[src/rtl/usb_hub_upstream_arbiter.sv]
// usb_hub_upstream_arbiter
// Round-robin arbiter sharing the hub's single upstream transmit path among
// the downstream ports. It holds each grant for one complete packet and then
// enforces an inter-packet gap before the next grant.
// Optional feature macro: USB_HUB_ARB_TIMEOUT_EN enables the grant timeout
// (timeout_err / timeout_idx). When the macro is undefined, both are tied to 0.

module usb_hub_upstream_arbiter #(
    parameter int NUM_USB_DEVICES = 4,
    parameter int IDX_W           = (NUM_USB_DEVICES > 1) ? $clog2(NUM_USB_DEVICES) : 1,
    parameter int IPG_CYCLES      = 8,
    parameter int TIMEOUT_CYCLES  = 1024
) (
    input  logic                       hi_clock,
    input  logic                       reset_n,
    input  logic [NUM_USB_DEVICES-1:0] port_req,
    input  logic [NUM_USB_DEVICES-1:0] port_enable,
    input  logic                       pkt_start,
    input  logic                       pkt_eop,
    output logic [NUM_USB_DEVICES-1:0] port_grant,
    output logic [IDX_W-1:0]           grant_idx,
    output logic                       arb_busy,
    output logic                       timeout_err,
    output logic [IDX_W-1:0]           timeout_idx
);

    typedef enum logic [1:0] {
        ST_IDLE   = 2'd0,
        ST_GRANT  = 2'd1,
        ST_ACTIVE = 2'd2,
        ST_GAP    = 2'd3
    } state_e;

    localparam int GAP_W    = (IPG_CYCLES > 1) ? $clog2(IPG_CYCLES) : 1;
    localparam int GAP_LAST = (IPG_CYCLES > 0) ? IPG_CYCLES - 1 : 0;

    // Reject configurations the arbiter cannot implement
    if (NUM_USB_DEVICES < 1 || TIMEOUT_CYCLES < 1 || IPG_CYCLES < 0) begin : g_bad_param
        $error("usb_hub_upstream_arbiter: illegal parameter value");
    end

    state_e                     state_q, state_d;
    logic [NUM_USB_DEVICES-1:0] grant_q, grant_d;
    logic [IDX_W-1:0]           grant_idx_q, grant_idx_d;
    logic [IDX_W-1:0]           last_idx_q, last_idx_d;
    logic                       busy_q, busy_d;
    logic [GAP_W-1:0]           gap_cnt_q, gap_cnt_d;

    logic [NUM_USB_DEVICES-1:0] eff_req;
    logic                       granted_req;
    logic                       hi_found, lo_found, win_found;
    logic [IDX_W-1:0]           hi_idx, lo_idx, win_idx;
    logic [NUM_USB_DEVICES-1:0] win_onehot;
    logic                       to_expired;

    assign eff_req     = port_req & port_enable;
    assign granted_req = |(eff_req & grant_q);

    // Rotating-priority search: lowest requester above last_idx wins, else wrap to the lowest overall
    always_comb begin
        hi_found   = 1'b0;
        hi_idx     = '0;
        lo_found   = 1'b0;
        lo_idx     = '0;
        win_onehot = '0;
        for (int j = NUM_USB_DEVICES - 1; j >= 0; j--) begin
            if (eff_req[j]) begin
                if (IDX_W'(j) > last_idx_q) begin
                    hi_found = 1'b1;
                    hi_idx   = IDX_W'(j);
                end else begin
                    lo_found = 1'b1;
                    lo_idx   = IDX_W'(j);
                end
            end
        end
        win_found = hi_found | lo_found;
        win_idx   = hi_found ? hi_idx : lo_idx;
        for (int j = 0; j < NUM_USB_DEVICES; j++) begin
            win_onehot[j] = (IDX_W'(j) == win_idx);
        end
    end

    // Next-state logic; in GRANT, pkt_start beats a request drop, which beats timeout
    always_comb begin
        state_d     = state_q;
        grant_d     = grant_q;
        grant_idx_d = grant_idx_q;
        last_idx_d  = last_idx_q;
        gap_cnt_d   = gap_cnt_q;
        case (state_q)
            ST_IDLE: begin
                if (win_found) begin
                    state_d     = ST_GRANT;
                    grant_d     = win_onehot;
                    grant_idx_d = win_idx;
                    last_idx_d  = win_idx;
                end
            end
            ST_GRANT: begin
                if (pkt_start) begin
                    if (pkt_eop) begin
                        grant_d   = '0;
                        gap_cnt_d = '0;
                        if (IPG_CYCLES > 0) state_d = ST_GAP;
                        else                state_d = ST_IDLE;
                    end else begin
                        state_d = ST_ACTIVE;
                    end
                end else if (!granted_req) begin
                    grant_d = '0;
                    state_d = ST_IDLE;
                end else if (to_expired) begin
                    grant_d = '0;
                    state_d = ST_IDLE;
                end
            end
            ST_ACTIVE: begin
                if (pkt_eop) begin
                    grant_d   = '0;
                    gap_cnt_d = '0;
                    if (IPG_CYCLES > 0) state_d = ST_GAP;
                    else                state_d = ST_IDLE;
                end
            end
            ST_GAP: begin
                if (gap_cnt_q == GAP_W'(GAP_LAST)) state_d = ST_IDLE;
                else                                gap_cnt_d = gap_cnt_q + GAP_W'(1);
            end
            default: state_d = ST_IDLE;
        endcase
        busy_d = (state_d == ST_GRANT) || (state_d == ST_ACTIVE);
    end

    // Arbiter state register; reset leaves port 0 with first priority
    always_ff @(posedge hi_clock or negedge reset_n) begin
        if (!reset_n) begin
            state_q     <= ST_IDLE;
            grant_q     <= '0;
            grant_idx_q <= '0;
            last_idx_q  <= IDX_W'(NUM_USB_DEVICES - 1);
            busy_q      <= 1'b0;
            gap_cnt_q   <= '0;
        end else begin
            state_q     <= state_d;
            grant_q     <= grant_d;
            grant_idx_q <= grant_idx_d;
            last_idx_q  <= last_idx_d;
            busy_q      <= busy_d;
            gap_cnt_q   <= gap_cnt_d;
        end
    end

    assign port_grant = grant_q;
    assign grant_idx  = grant_idx_q;
    assign arb_busy   = busy_q;

`ifdef USB_HUB_ARB_TIMEOUT_EN
    localparam int TO_W    = $clog2(TIMEOUT_CYCLES + 1);
    localparam int TO_LAST = (TIMEOUT_CYCLES > 0) ? TIMEOUT_CYCLES - 1 : 0;

    logic [TO_W-1:0]  to_cnt_q, to_cnt_d;
    logic             to_err_q, to_err_d;
    logic [IDX_W-1:0] to_idx_q, to_idx_d;
    logic             timeout_now;

    // Count cycles spent in GRANT; the count restarts from zero on every entry
    always_comb begin
        to_expired  = (state_q == ST_GRANT) && (to_cnt_q == TO_W'(TO_LAST));
        timeout_now = (state_q == ST_GRANT) && !pkt_start && granted_req && to_expired;
        to_cnt_d    = (state_q == ST_GRANT) ? to_cnt_q + TO_W'(1) : '0;
        to_err_d    = timeout_now;
        to_idx_d    = timeout_now ? grant_idx_q : to_idx_q;
    end

    // Timeout counter, error pulse and sticky index of the port that timed out
    always_ff @(posedge hi_clock or negedge reset_n) begin
        if (!reset_n) begin
            to_cnt_q <= '0;
            to_err_q <= 1'b0;
            to_idx_q <= '0;
        end else begin
            to_cnt_q <= to_cnt_d;
            to_err_q <= to_err_d;
            to_idx_q <= to_idx_d;
        end
    end

    assign timeout_err = to_err_q;
    assign timeout_idx = to_idx_q;
`else
    assign to_expired  = 1'b0;
    assign timeout_err = 1'b0;
    assign timeout_idx = '0;
`endif

endmodule

[config.mk]
export PLATFORM = sky130hd
export DESIGN_NAME = usb_hub_upstream_arbiter
export DESIGN_NICKNAME = d
export VERILOG_FILES = /design/src/rtl/usb_hub_upstream_arbiter.sv
export SDC_FILE = /design/constraint.sdc
export NUM_CORES = 1
export LEC_CHECK = 0
export ABC_AREA = 1
export ABC_CLOCK_PERIOD_IN_PS = 1800
export BUFFER_PORTS_ARGS = -buffer_cell sky130_fd_sc_hd__clkbuf_2
export CAP_MARGIN = 20
export CORE_UTILIZATION = 53
export DETAILED_ROUTE_END_ITERATION = 8
export HOLD_SLACK_MARGIN = 0.15
export PLACE_DENSITY = 0.78
export SYNTH_ARGS = -nofsm -noshare
export SYNTH_HDL_FRONTEND = slang
export SYNTH_SLANG_ARGS = --single-unit
[constraint.sdc]
create_clock -name hi_clock -period 1.8 [get_ports hi_clock]
set_input_delay 0.09 -clock hi_clock [delete_from_list [all_inputs] [get_ports hi_clock]]
set_output_delay 0.09 -clock hi_clock [all_outputs]
set_load 0.01 [all_outputs]
==> impl_results.md <==
* Core area at between 0.0015 and 0.002 mm2
* DR vias at around 970
* Peak VDD IR at 0.994 mV
* Die area at about 0.0021 mm2
* Reg2reg end: arb_busy
* Critical Path RT at 1.98 ns
* Post-synthesis sequential area ratio at 34.0%
* Setup ws final at roughly 0.17 ns
* Cell leakage power at 0.695 nW
* Clock Tree Buf Depth at 2
* Pin count of the biggest net entering global routing at 15
* Commonest non-fill, non-tap cell in the layout: nand2_1
* Post-synth EDFFs at 0
* Vias per inst at ~5.1
* Clk slew on worst S/H paths at roughly 0.080 ns
* Power per cell area at roughly 1500 mW/mm2
* Tmin final at between 1.5 and 2 ns
* Post-Syn Area per Cell at around 7.3 um2
* WS Path Type: reg2reg
* Global-route wire length before repair at 3.50 mm
* Status: complete, no violations
* TritonRoute pass-1 iters at 4
* CTS sink cnt at 14
* CTS buffer count at 3
* RSZ-0062 raised after global routing: false
* Achievable Freq at between 600 and 700 MHz
* Final Hold Vio Count at 0
* H-tree Lvls at 1
* Period utilization at between 90% and 100%
* Post-placement setup slack at around 0.093 ns
* Tot GR Track Use at 23.8%
* Commonest non-fill, non-tap cells in the layout: 49 x nand2_1, 18 x clkbuf_2, 16 x nor2_1
* R2R Setup Slk at about 0.17 ns
* Max Slew Vio Count at 0
* Worst Setup Start Kind: flip-flop
* DR WL/cell at around 11 um
* Postcts setup bufs at 0
* Initial drt markers at 18
* Row count at 15
* Reg-to-reg critical path startpoint: state_q[1]
* GP Congestion at around 0.85
* TNS Setup at 0 ns
* Main synth FF type: dfrtp_1
* Post-synth cell types at 27
* GRT overflow at 0
* CTS tree: yes
* Post-synthesis instance total at between 100 and 150
* Root Buffer: clkbuf_4
* Worst Skew at between 0.004 and 0.005 ns
* Die Width at about 46 um
* Mapped cell area at just over 0.001 mm2
* Seq cells post-synth at 14
* Final #Nets at between 150 and 200
* Final ANT Viol Nets at 0
* Port buffer count at 18
* Crit end category: flip-flop
* Initial core utilization at between 50 and 60%
* Hpwl dp at approximately 1.7 mm
* Hold Crit Class: in2async
* Crit Path Max Fanout at 8
* Remaining routing DRC violations at 0
* Final WL at 2.14 mm
* Initial antenna violation count at 0
* Worst r2r path cells at 9
* Clock Latency Late Sink at ~0.28 ns
* Synth warnings at 0
* Die height at around 46 um
* Endpoints failing setup at 0
* # IOs at 22
* Layout cells sized above 1 at roughly a quarter
* Number of global-route vias before repair at 850
* Crit path DAT at ~1.8 ns
* Number of diodes at 0
* Max Cap Viol at 0
* Area grow syn2layout at 15.3%
* Async S/R FF share, synth at 100%
[final cells by class]
| class | count | area (um2) |
|---|---|---|
| Clock buffer | 4 | 36.3 |
| Tap cell | 25 | 31.3 |
| Timing Repair Buffer | 19 | 100 |
| Inverter | 12 | 45.0 |
| Fill cell | 158 | 586 |
| Sequential cell | 14 | 353 |
| Multi-Input combinational cell | 115 | 632 |
[critical path, cell delays in order (launching register included)]
cell,delay [ns]
dfrtp_1,0.46
inv_1,0.14
ha_1,0.37
nor2_1,0.09
nand2_1,0.07
o21ai_0,0.09
a21oi_2,0.13
nand2_1,0.08
nand2_1,0.06
nand2_1,0.05
[cells by family after synthesis]
| kind of cell | Yosys count | synth area share (%) |
|---|---|---|
| AND/OR/NAND/NOR | 91 | 41.8 |
| flip-flops | 14 | 34.0 |
| adder cells (fa/ha/maj) | 6 | 7.23 |
| other | 1 | 0.361 |
| AO/OA/AOI/OAI | 15 | 9.64 |
| buffers and inverters | 16 | 6.99 |
[routing by layer]
metal	GRT usage, %	vias to the layer above	routed length, um
li1	-	502	-
met1	32.1	435	1000
met2	37.2	27	1000
met3	3.14	4	85
met4	12.4	0	44
met5	0	-	0
[per-stage QoR]
stage | total power (W) | cell area, um2 | hold slack (ns) | std cells | utilization (%)
global route | 0.00193 | 1200 | 0.257 | 189 | 67.2
finish | 0.00177 | 1200 | 0.236 | 189 | 67.2
CTS | 0.00176 | 1190 | 0.239 | 189 | 66.5
floorplan | 0.00128 | 1050 | -0.206 | 145 | -
detailed placement | 0.00153 | 1140 | 0.0102 | 184 | 63.9
global placement | 0.00150 | 1140 | 0.00342 | 184 | 63.9
[worst max-delay path by stage]
| stage | start | end | slack, ns | cells after the start |
|---|---|---|---|---|
| 2_1_floorplan | gap_cnt_q[0] | arb_busy | 0.28 | 10 |
| 3_3_place_gp | gap_cnt_q[0] | arb_busy | 0.08 | 10 |
| 3_5_place_dp | gap_cnt_q[0] | arb_busy | 0.09 | 10 |
| 4_1_cts | gap_cnt_q[0] | arb_busy | 0.07 | 10 |
| 5_1_grt | state_q[1] | gap_cnt_q[0] | 0.01 | 8 |
| 6_report | state_q[1] | arb_busy | 0.17 | 9 |
[power breakdown]
part | total, W | internal, W | switching (W)
clock network | 0.000225 | 0.000123 | 0.000101
registers | 0.000549 | 0.000450 | 0.0000988
logic | 0.000998 | 0.000352 | 0.000646
[sequential cells by signal (all words and copies together), names as in the netlist]
register and cells:
state_q 2, arb_busy 1, last_idx_q 2, port_grant 4, gap_cnt_q 3, grant_idx 2
[repair_timing]
| item | in CTS | in global routing |
|---|---|---|
| endpoints found under the hold margin | 14 | 0 |
| setup endpoints to repair | 0 | 2 |
| resized for setup | 0 | 3 |
| hold buffers | 1 | 0 |
[Yosys cell counts (2+ instances only)]
cell | instances | area share (%)
inv_1 | 10 | 3.6
nor2_1 | 17 | 6.1
nand2_2 | 5 | 3.0
a32o_1 | 2 | 1.9
nand4_1 | 3 | 1.8
inv_2 | 2 | 0.72
buf_4 | 3 | 2.2
dfrtp_1 | 12 | 29
ha_1 | 6 | 7.2
o21ai_0 | 4 | 1.9
dfstp_2 | 2 | 5.1
nand2_1 | 49 | 18
nand3_2 | 2 | 1.9
o21ai_1 | 3 | 1.4
nand3_1 | 8 | 3.9
nand2_4 | 4 | 4.3
Note: power is estimated with default switching activity, not from simulation.
